--- src/rtl/seq_deser_pkg.sv ---
// Shared types and sizing for the 1-bit to 8-slot deserializer.
// Latency: n/a (definitions only).
// Backpressure: n/a.
package seq_deser_pkg;

    localparam int NSLOTS = 8;
    localparam int CNT_W  = 3;

    typedef enum logic {
        RECV = 1'b0,
        SEND = 1'b1
    } state_t;

    // One-hot write enable for the slot addressed by sel.
    function automatic logic [NSLOTS-1:0] slot_decode(input logic [CNT_W-1:0] sel);
        slot_decode      = '0;
        slot_decode[sel] = 1'b1;
    endfunction

endpackage

--- src/rtl/seq_deser_slot_ctr.sv ---
// Slot pointer: 3-bit counter with enable, natural wrap 7->0, and last flag.
// Latency: count updates on the clock edge after en; last is combinational from cnt.
// Backpressure: none; holds its value while en is low.
module seq_deser_slot_ctr
    import seq_deser_pkg::*;
(
    input  logic             clk,
    input  logic             reset,
    input  logic             en,
    output logic [CNT_W-1:0] cnt,
    output logic             last
);

    always_ff @(posedge clk or posedge reset) begin
        if (reset) begin
            cnt <= '0;
        end else if (en) begin
            cnt <= cnt + 1'b1;
        end
    end

    assign last = (cnt == CNT_W'(NSLOTS - 1));

endmodule

--- src/rtl/seq_deser_1b_1to8.sv ---
// Deserializer: eight accepted bits land in out0..out7, then the group is offered on out_val/out_rdy.
// Latency: slot visible 1 cycle after its transfer; out_val 1 cycle after the 8th transfer.
// Backpressure: in_rdy low while a full group waits; out_rdy low holds the group indefinitely.
module seq_deser_1b_1to8
    import seq_deser_pkg::*;
(
    input  logic clk,
    input  logic reset,
    input  logic in_val,
    output logic in_rdy,
    input  logic in,
    output logic out_val,
    input  logic out_rdy,
    output logic out0,
    output logic out1,
    output logic out2,
    output logic out3,
    output logic out4,
    output logic out5,
    output logic out6,
    output logic out7
);

    state_t             state;
    state_t             next_state;
    logic               in_xfer;
    logic               last;
    logic [CNT_W-1:0]   cnt;
    logic [NSLOTS-1:0]  slot_we;
    logic [NSLOTS-1:0]  slots;

    assign in_xfer = in_val && in_rdy;

    seq_deser_slot_ctr u_slot_ctr (
        .clk   (clk),
        .reset (reset),
        .en    (in_xfer),
        .cnt   (cnt),
        .last  (last)
    );

    always_ff @(posedge clk or posedge reset) begin
        if (reset) begin
            state <= RECV;
        end else begin
            state <= next_state;
        end
    end

    // Handshake outputs depend on state only, so neither ready nor valid
    // ever combinationally follows the opposite side's request.
    always_comb begin
        next_state = state;
        in_rdy     = 1'b0;
        out_val    = 1'b0;
        case (state)
            RECV: begin
                in_rdy = 1'b1;
                if (in_val && last) begin
                    next_state = SEND;
                end
            end
            SEND: begin
                out_val = 1'b1;
                if (out_rdy) begin
                    next_state = RECV;
                end
            end
            default: begin
                next_state = RECV;
            end
        endcase
    end

    assign slot_we = in_xfer ? slot_decode(cnt) : '0;

    // Slots are not cleared between groups; each is simply overwritten in turn.
    always_ff @(posedge clk or posedge reset) begin
        if (reset) begin
            slots <= '0;
        end else begin
            for (int i = 0; i < NSLOTS; i++) begin
                if (slot_we[i]) begin
                    slots[i] <= in;
                end
            end
        end
    end

    assign out0 = slots[0];
    assign out1 = slots[1];
    assign out2 = slots[2];
    assign out3 = slots[3];
    assign out4 = slots[4];
    assign out5 = slots[5];
    assign out6 = slots[6];
    assign out7 = slots[7];

endmodule

--- config.mk ---
export PLATFORM = sky130hd
export DESIGN_NAME = seq_deser_1b_1to8
export DESIGN_NICKNAME = d
export VERILOG_FILES = /design/src/rtl/seq_deser_pkg.sv /design/src/rtl/seq_deser_slot_ctr.sv /design/src/rtl/seq_deser_1b_1to8.sv
export SDC_FILE = /design/constraint.sdc
export NUM_CORES = 1
export LEC_CHECK = 0
export ABC_CLOCK_PERIOD_IN_PS = 2750
export CAP_MARGIN = 0
export CORE_AREA = 2 2 39 41
export CTS_CLUSTER_DIAMETER = 120
export DETAILED_ROUTE_END_ITERATION = 6
export DIE_AREA = 0 0 41 43
export PLACE_DENSITY = 0.74
export RECOVER_POWER = 100
export SLEW_MARGIN = 20
export SYNTH_ARGS = -nofsm -noshare
export SYNTH_HDL_FRONTEND = slang
export SYNTH_SLANG_ARGS = --single-unit
--- constraint.sdc ---
create_clock -name clk -period 2.75 [get_ports clk]
set_input_delay 0.55 -clock clk [delete_from_list [all_inputs] [get_ports clk]]
set_output_delay 0.55 -clock clk [all_outputs]
set_load 0.02 [all_outputs]
==> Word level (Yosys, flattened, before mapping) <==
Index checks and enable logic that the tools add are counted.
{ "word_totals": {"inputBits": 5, "elab_cells": 26, "regBits": 12, "output_inout_bits": 10} }
{ "op_classes": {"n_reduce_logical": 3, "bitwise": 1, "magnitude_cmp": 2, "addsub": 1, "mux": 8, "eq_ne": 1} }
{ "op_table": {"columns": ["cell", "count"], "rows": [
  ["8-bit 2-to-1 mux", 1],
  ["1-bit 2-to-1 mux", 5],
  ["3-bit by 4-bit less-than comparator with 1-bit output (second input constant)", 1],
  ["3-bit by 1-bit adder with 3-bit output (second input constant)", 1],
  ["1-bit demux with 3-bit select", 1],
  ["3-bit == test (second input constant)", 1],
  ["3-bit by 1-bit greater-or-equal comparator with 1-bit output (second input constant)", 1],
  ["1-bit logical AND", 3],
  ["1-bit one-hot mux with 2 select lines", 1],
  ["1-bit NOT", 1]
]} }

==> Logic depth before layout (Yosys ltp) <==
Gate-level depths: netlist (run 1).
{ "depth": {"word_depth": 5, "mapped_depth": 4, "depth_no_buf": 4} }

==> Modules after synthesis <==
Synthesis (run 1) repeated with hierarchy kept, for this count alone.
{ "hier_totals": {"hier_cells": 42, "area_unflattened_um2": 558.0} }
{ "by_module_without_submodules": {"columns": ["mod", "n_inst", "area_per_inst_um2", "cells_each", "seq_area_each_um2"], "rows": [
  ["seq_deser_1b_1to8", 1, 422.9, 33, 225.2],
  ["seq_deser_slot_ctr", 1, 135.1, 9, 75.1]
]} }

==> Least setup slack after synthesis (run 1) <==
Ideal clock, no wire load.
{ "synth_timing": {"path_type": "register to register", "start": "reg state", "end": "reg slots[5]", "arrival_time_ns": 1.272, "slack_ns": 1.350, "required_ns": 2.622, "stages_incl_launch_ff": 4, "cell_sequence": "dfrtp_1 -> nand3b_1 -> nor3b_2 -> mux2_1"} }
{ "synth_between": {"elab_chain_len": 3} }
{ "synth_rtl": {"columns": ["item", "line_no", "source"], "rows": [
  ["from (decl)", "seq_deser_1b_1to8.sv:24", "state_t state;"],
  ["from (signal assigned)", "seq_deser_1b_1to8.sv:46", "state <= next_state;"],
  ["1-bit 2-to-1 mux", "seq_deser_1b_1to8.sv:56", "case (state)"],
  ["1-bit logical AND", "seq_deser_1b_1to8.sv:32", "assign in_xfer = in_val && in_rdy;"],
  ["8-bit 2-to-1 mux", "seq_deser_1b_1to8.sv:75", "assign slot_we = in_xfer ? slot_decode(cnt) : '0;"],
  ["to (signal, indexed assignment)", "seq_deser_1b_1to8.sv:84", "slots[i] <= in;"],
  ["to (decl)", "seq_deser_1b_1to8.sv:30", "logic [NSLOTS-1:0] slots;"]
]} }
Every way passes these cells.
A chain may end at the register's enable or synchronous reset.

==> Worst setup path after layout (run 1) <==
{ "layout_timing": {"start": "reg state", "end": "out in_rdy"} }
{ "layout_between": {"elab_chain_len": 1} }
{ "layout_rtl": {"columns": ["item", "line_no", "source"], "rows": [
  ["1-bit 2-to-1 mux", "seq_deser_1b_1to8.sv:56", null],
  ["to (decl)", "seq_deser_1b_1to8.sv:10", "output logic in_rdy,"]
]} }
Every way passes these cells.

==> key figures, run 1 <==
Yosys
  • Area leader, netlist: dfrtp_1
  • Synth Net Count: 50
  • Syn Std Cell Area: 571.8 um2
  • Syn_area_per_cell: 13.30 um2
  • Post-Synth Adder-Cell Area: 4.376%
  • Main combinational cell family by area after synthesis: multiplexers
  • Compound-Gate Fraction of Synth Area: 0.8753%
  • Synth top area share: 52.52%
  • Distinct cells, synth: 16
  • Sequential share of the synthesized area: 52.52%
  • Synth area leaders: dfrtp_1 (53%), mux2_1 (20%), nor3b_2 (6.6%)
  • Synth Area in Simple Gates: 17.94%
  • Multiplexer area fraction after synthesis: 19.69%
  • Warnings from Yosys: 0
  • Synthesis-stage register bit count: 12
  • Synthesized instance count: 43
  • Xor-xnor portion of the synthesized cell area: 1.532%

Worst setup path
  • Top fanout value on the critical path: 5
  • Critical Path Sink Type: output pin
  • Worst setup path class: reg2out
  • Critical Path Start Type: flop
  • CP Data Required Time: 2.20 ns
  • Arrival @ worst endpoint: 1.45 ns

Clock network
  • Clk sinks: 12
  • Clock Pin Slew Worst Setup and Hold Paths: 0.08 ns
  • Number of buffers inserted by hold repair at cts: 0
  • Clk_lat worst skew: 0.28 ns
  • TritonCTS clock tree: done
  • H-tree depth: 1
  • Setup bufs post-CTS: 0
  • Post_cts resized: 0
  • TritonCTS Buffers: 3
  • CTS max path bufs: 2
  • Clock root cell: clkbuf_4

Final layout
  • P&R area growth vs syn: 28.67%
  • Multi-input gate area: 231.5 um2
  • Share of layout cells above drive strength 1: 8.475%
  • Ant. Diodes: 0
  • Register Area: 300.3 um2
  • Fill count: 126
  • Fin nets: 67
  • Final core utilization: 53.16%

Die
  • Cell Rows: 14
  • Chip Width: 41 um
  • Core area: 1384 um2
  • Die Y: 43 um
  • Die ar.: 1763 um2
  • Initial core utilization: 41.32%
  • I/O pin cnt: 15

GRT
  • Initial antenna violation count: 0
  • First-pass GRT wire length: 1628 um
  • Pin count of the biggest net entering global routing: 13
  • Total grt overflow: 0
  • Vias in the first global route: 377
  • GRT Total Usage: 14.37%

Power
  • Pleak: 0.3151 nW
  • Internal power: 531.5 uW
  • Comb pwr share: 43.0%
  • Max VDD drop: 0.5470 mV
  • Clock group share of total power: 16.7%
  • Sequential share of power: 40.3%
  • Tot Pwr: 856.1 uW
  • Pwr dens: 1164 nW/um2
  • Switching Share: 37.92%
  • Sw power: 324.6 uW

STA
  • Final worst-path cycle share: 72.91%
  • Worst-margin pin slew: 0.4499 ns
  • Final hold vios: 0
  • Final Slew Violations: 0
  • Clock Skew: 0.009203 ns
  • Fin Setup TNS: 0 ns
  • Max Fclk: 498.8 MHz
  • RSZ-0062 raised after global routing: false
  • Relative slew slack: 69.97%
  • Period minus WS final: 2.005 ns
  • Finish-stage setup viols: 0

Place
  • DP HPWL: 735.6 um
  • # port buffers: 14
  • Final GP Congestion: 0.6546

Detailed routing
  • Routed vias/inst: 5.173
  • DR vias: 388
  • Drt initial violations: 4
  • Routed WL: 993 um
  • DRC Markers: 0
  • Drt wl/cell: 13.24 um
  • Drt first pass iters: 4
  • Detail Route Antenna Nets: 0

Run
  • Max-Cap Viols: 0

Outcome
  • Status: complete, no violations

Min path
  • HP Class: reg2reg
-- per-layer routing --
layer | track usage (%) | routed length, um | vias up
met2 | 20.00 | 468 | 14
met5 | 0 | 0 | -
li1 | - | - | 187
met1 | 18.92 | 443 | 185
met3 | 3.141 | 59 | 2
met4 | 10.00 | 22 | 0
-- kinds of logic (layout without fill, tap and decap cells) --
logic type | after synthesis | in the layout
compound gates | 1 | 1
xor+xnor | 1 | 1
fa+ha+maj | 2 | 2
buf+inv | 4 | 20
flops | 12 | 12
mux | 10 | 10
simple gates | 13 | 13
-- worst paths after layout --
path                                    from       end  slack [ns]  depth (start not counted)
max                                    state    in_rdy        0.75                          2
min                                 slots[3]  slots[3]        0.49                          1
min in group asynchronous              reset  slots[6]        0.71                          2
max reg2reg                u_slot_ctr.cnt[0]  slots[4]        1.31                          3
min reg2reg                         slots[3]  slots[3]        0.49                          1
max in group asynchronous              reset     state        1.72                          2
-- power by group through the flow --
stage | logic [mW] | clock network (mW) | registers, mW
6_report | 0.368 | 0.143 | 0.345
5_1_grt | 0.407 | 0.152 | 0.365
4_1_cts | 0.412 | 0.147 | 0.359
3_5_place_dp | 0.410 | 0 | 0.360
3_3_place_gp | 0.398 | 0 | 0.358
2_1_floorplan | 0.192 | 0 | 0.399
-- final cells by class --
type,count,area share (%)
sequential,12,40.82
inverter,2,1.020
multi-input combinational,27,31.46
timing repair buffer,14,19.05
clock buffer,4,4.932
tap,16,2.721
-- sequential cells by signal, summed over array words and instances, names as in the netlist --
| name | cells |
|---|---|
| slots | 8 |
| state | 1 |
| u_slot_ctr.cnt | 3 |
-- stage by stage --
step           setup slack [ns]  instances  cell area (um2)  hold slack, ns
6_report                 0.7450         75            735.7          0.4852
5_1_grt                  0.6856         75            735.7          0.5096
4_1_cts                  0.7732         75            758.2          0.4979
3_5_place_dp             0.7930         71            721.9          0.4784
3_3_place_gp             0.8444         71            721.9          0.4665
2_1_floorplan             1.350         43            571.8          0.4147
-- cells in the final DEF (no fill, tap or decap), drive strengths merged --
| master | instances |
|---|---|
| dfrtp | 12 |
| mux2 | 10 |
| nor2b | 1 |
| dlygate4sd3 | 12 |
| nand2 | 1 |
| clkdlybuf4s50 | 2 |
| nand3 | 2 |
| nor2 | 1 |
| nand3b | 3 |
| nand4 | 1 |
| nor3 | 1 |
| inv | 2 |
| xor2 | 1 |
| clkbuf | 4 |
| ha | 2 |
| o21ai | 1 |
| nor3b | 3 |
-- critical path, stage by stage, from the launching register on --
cell and delay (ns):
dfrtp_1 0.43, inv_2 0.08, dlygate4sd3_1 0.67
-- cell usage after synthesis, drive strengths merged --
cell and instances:
inv 2, nand2 1, buf 2, xor2 1
nand3b 3, nand4 1, nor2 1, mux2 10
o21ai 1, dfrtp 12, ha 2, nor3 1
nor3b 3, nand3 2, nor2b 1
Note: power is estimated with default switching activity, not from simulation.
==> run 2, diff against run 1 <==
--- a/config.mk
+++ b/config.mk
@@ -5,13 +5,12 @@
 export SDC_FILE = /design/constraint.sdc
 export NUM_CORES = 1
 export LEC_CHECK = 0
-export ABC_CLOCK_PERIOD_IN_PS = 2750
+export ABC_CLOCK_PERIOD_IN_PS = 1800
 export CAP_MARGIN = 0
-export CORE_AREA = 2 2 39 41
+export CORE_UTILIZATION = 40
 export CTS_CLUSTER_DIAMETER = 120
 export DETAILED_ROUTE_END_ITERATION = 6
-export DIE_AREA = 0 0 41 43
-export PLACE_DENSITY = 0.74
+export PLACE_DENSITY = 0.72
 export RECOVER_POWER = 100
 export SLEW_MARGIN = 20
 export SYNTH_ARGS = -nofsm -noshare
==> constraint.sdc (replaced) <==
create_clock -name clk -period 1.8 [get_ports clk]
set_input_delay 0.36 -clock clk [delete_from_list [all_inputs] [get_ports clk]]
set_output_delay 0.36 -clock clk [all_outputs]
set_load 0.02 [all_outputs]
==> key figures, run 2 (synthesis results as in run 1) <==
Outcome
  • Status: complete, no violations

Detailed routing
  • DR vias: 372 (-4.1%)
  • Drt first pass iters: 1 (-3)
  • Routed vias/inst: 4.960 (-4.1%)
  • Detail Route Antenna Nets: 0 (unchanged)
  • Drt initial violations: 0 (-4)
  • DRC Markers: 0 (unchanged)
  • Routed length on met1: 476 um (+7.4%)
  • Met3 routed WL: 51 um (-14%)
  • Top Layer Used: met4
  • Routed WL: 928 um (-6.5%)
  • WL met2: 388 um (-17%)
  • Drt wl/cell: 12.37 um (-6.5%)

Place
  • DP HPWL: 682.4 um (-7.2%)
  • # port buffers: 14 (unchanged)
  • Final GP Congestion: 0.6530 (-0.24%)
  • Placed Cells: 71 (unchanged)
  • Setup WS pre-CTS: 0.06953 ns (-0.7235 ns)
  • Placed Area: 728.2 um2 (+0.87%)

STA
  • Final WS setup: 0.1126 ns (-0.6324 ns)
  • Clock Skew: 0.0008882 ns (-0.008315 ns)
  • RSZ-0062 raised after global routing: false
  • Max Fclk: 592.6 MHz
  • Final worst-path cycle share: 93.74%
  • Finish-stage setup viols: 0 (unchanged)
  • Final hold vios: 0 (unchanged)
  • Final Slew Violations: 0 (unchanged)
  • Hold WS: 0.4837 ns (-0.001440 ns)
  • Period minus WS final: 1.687 ns
  • Worst-margin pin slew: 0.4469 ns (-0.003012 ns)
  • Relative slew slack: 70.17% (+0.20 points)
  • Fin Setup TNS: 0 ns (unchanged)

Min path
  • Hold path cells: 1 (unchanged)
  • HP Class: reg2reg

Final layout
  • Final Non-Filler Cells: 75 (unchanged)
  • Ant. Diodes: 0 (unchanged)
  • Biggest register: slots
  • Commonest non-fill, non-tap cell in the layout: dfrtp_1
  • Multi-input gate area: 236.5 um2 (+2.2%)
  • Register Area: 300.3 um2 (unchanged)
  • Final core utilization: 56.22% (+3.1 points)
  • P&R area growth vs syn: 29.54%
  • Share of layout cells above drive strength 1: 11.67% (+3.2 points)
  • Largest register FFs: 8 (unchanged)
  • Commonest non-fill, non-tap cells in the layout: dfrtp_1 (12), mux2_1 (10), dlygate4sd3_1 (10)
  • Fill count: 113 (-10%)
  • Design Area, Final: 740.7 um2 (+0.68%)
  • Largest regs: slots: 8 flops, u_slot_ctr.cnt: 3 flops, state: 1 flops
  • Fin nets: 68 (+1.5%)

Clock network
  • Clock Pin Slew Worst Setup and Hold Paths: 0.07 ns (about the same)
  • TritonCTS Buffers: 3 (unchanged)
  • Clk sinks: 12 (unchanged)
  • Clock root cell: clkbuf_4
  • TritonCTS clock tree: done
  • Number of buffers inserted by hold repair at cts: 0 (unchanged)
  • Post_cts resized: 0 (unchanged)
  • Setup bufs post-CTS: 0 (unchanged)
  • H-tree depth: 1 (unchanged)
  • CTS max path bufs: 2 (unchanged)
  • Clk_lat worst skew: 0.27 ns (about the same)

Die
  • Die ar.: 1585 um2 (-10%)
  • I/O pin cnt: 15 (unchanged)
  • Initial core utilization: 43.40% (+2.1 points)
  • Die Y: 39.81 um (-7.4%)
  • Core area: 1318 um2 (-4.8%)
  • Chip Width: 39.81 um (-2.9%)
  • Cell Rows: 13 (-1)

GRT
  • Vias in the first global route: 353 (-6.4%)
  • Total grt overflow: 0 (unchanged)
  • First-pass GRT wire length: 1552 um (-4.7%)
  • Pin count of the biggest net entering global routing: 13 (unchanged)
  • GRT Total Usage: 16.35% (+2.0 points)
  • Initial antenna violation count: 0 (unchanged)

Worst setup path
  • Top fanout value on the critical path: 5 (unchanged)
  • Critical Path Sink Type: output pin
  • Cell Chain, Critical Path: clkdlybuf4s50_1
  • CP Data Required Time: 1.44 ns (-0.76 ns)
  • Worst setup path class: reg2out
  • Max stage delay on crit path: 0.63 ns (-0.04 ns)
  • CP Depth: 1 (-1)
  • Worst path top cell family by delay: buffers and inverters
  • CP max stage cell: clkdlybuf4s50_1
  • Worst reg2reg path depth: 3 (unchanged)
  • Arrival @ worst endpoint: 1.33 ns (-0.12 ns)
  • CP Buf/Inv Count: 1 (-1)
  • Critical Path Start Type: flop
  • Reg-to-reg slack, setup: 0.42 ns (-0.89 ns)

Power
  • Tot Pwr: 1.305 mW (+52%)
  • Pleak: 0.3186 nW (+1.1%)
  • Pwr dens: 1761 nW/um2 (+51%)
  • Max VDD drop: 0.9835 mV (+80%)

Run
  • Max-Cap Viols: 0 (unchanged)
[run 2: changes by cell type in the layout (fill, tap and decap cells not counted), sizes merged]
cell           before  now
buf                 0    1
clkbuf              4    5
clkdlybuf4s50       2    3
dlygate4sd3        12   10
[run 2: area by class of cell]
cell class / count / area share, %
Clock buffer: 4 / 4.899
Inverter: 2 / 1.014
Multi-Input combinational cell: 27 / 31.93
Sequential cell: 12 / 40.54
Tap cell: 15 / 2.534
Timing Repair Buffer: 15 / 19.09
[run 2: layer usage]
layer	track usage, %	up-vias
met3	5.114	2
met2	20.08	10
met5	0	-
met4	12.93	0
met1	22.70	176
li1	-	184
[run 2: where the power goes]
group | switching [mW] | internal (mW) | leakage (nW)
sequential | 0.124 | 0.404 | 0.145
clock | 0.0891 | 0.123 | 0.0210
combinational | 0.277 | 0.288 | 0.153
total | 0.490 | 0.815 | 0.319
[run 2: path summary, 6_finish.rpt]
path / endpoint / from
max: out_val / state
min: slots[3] / slots[3]
max reg2reg: slots[5] / state
min reg2reg: slots[3] / slots[3]
max in group asynchronous: slots[2] / reset
min in group asynchronous: slots[6] / reset
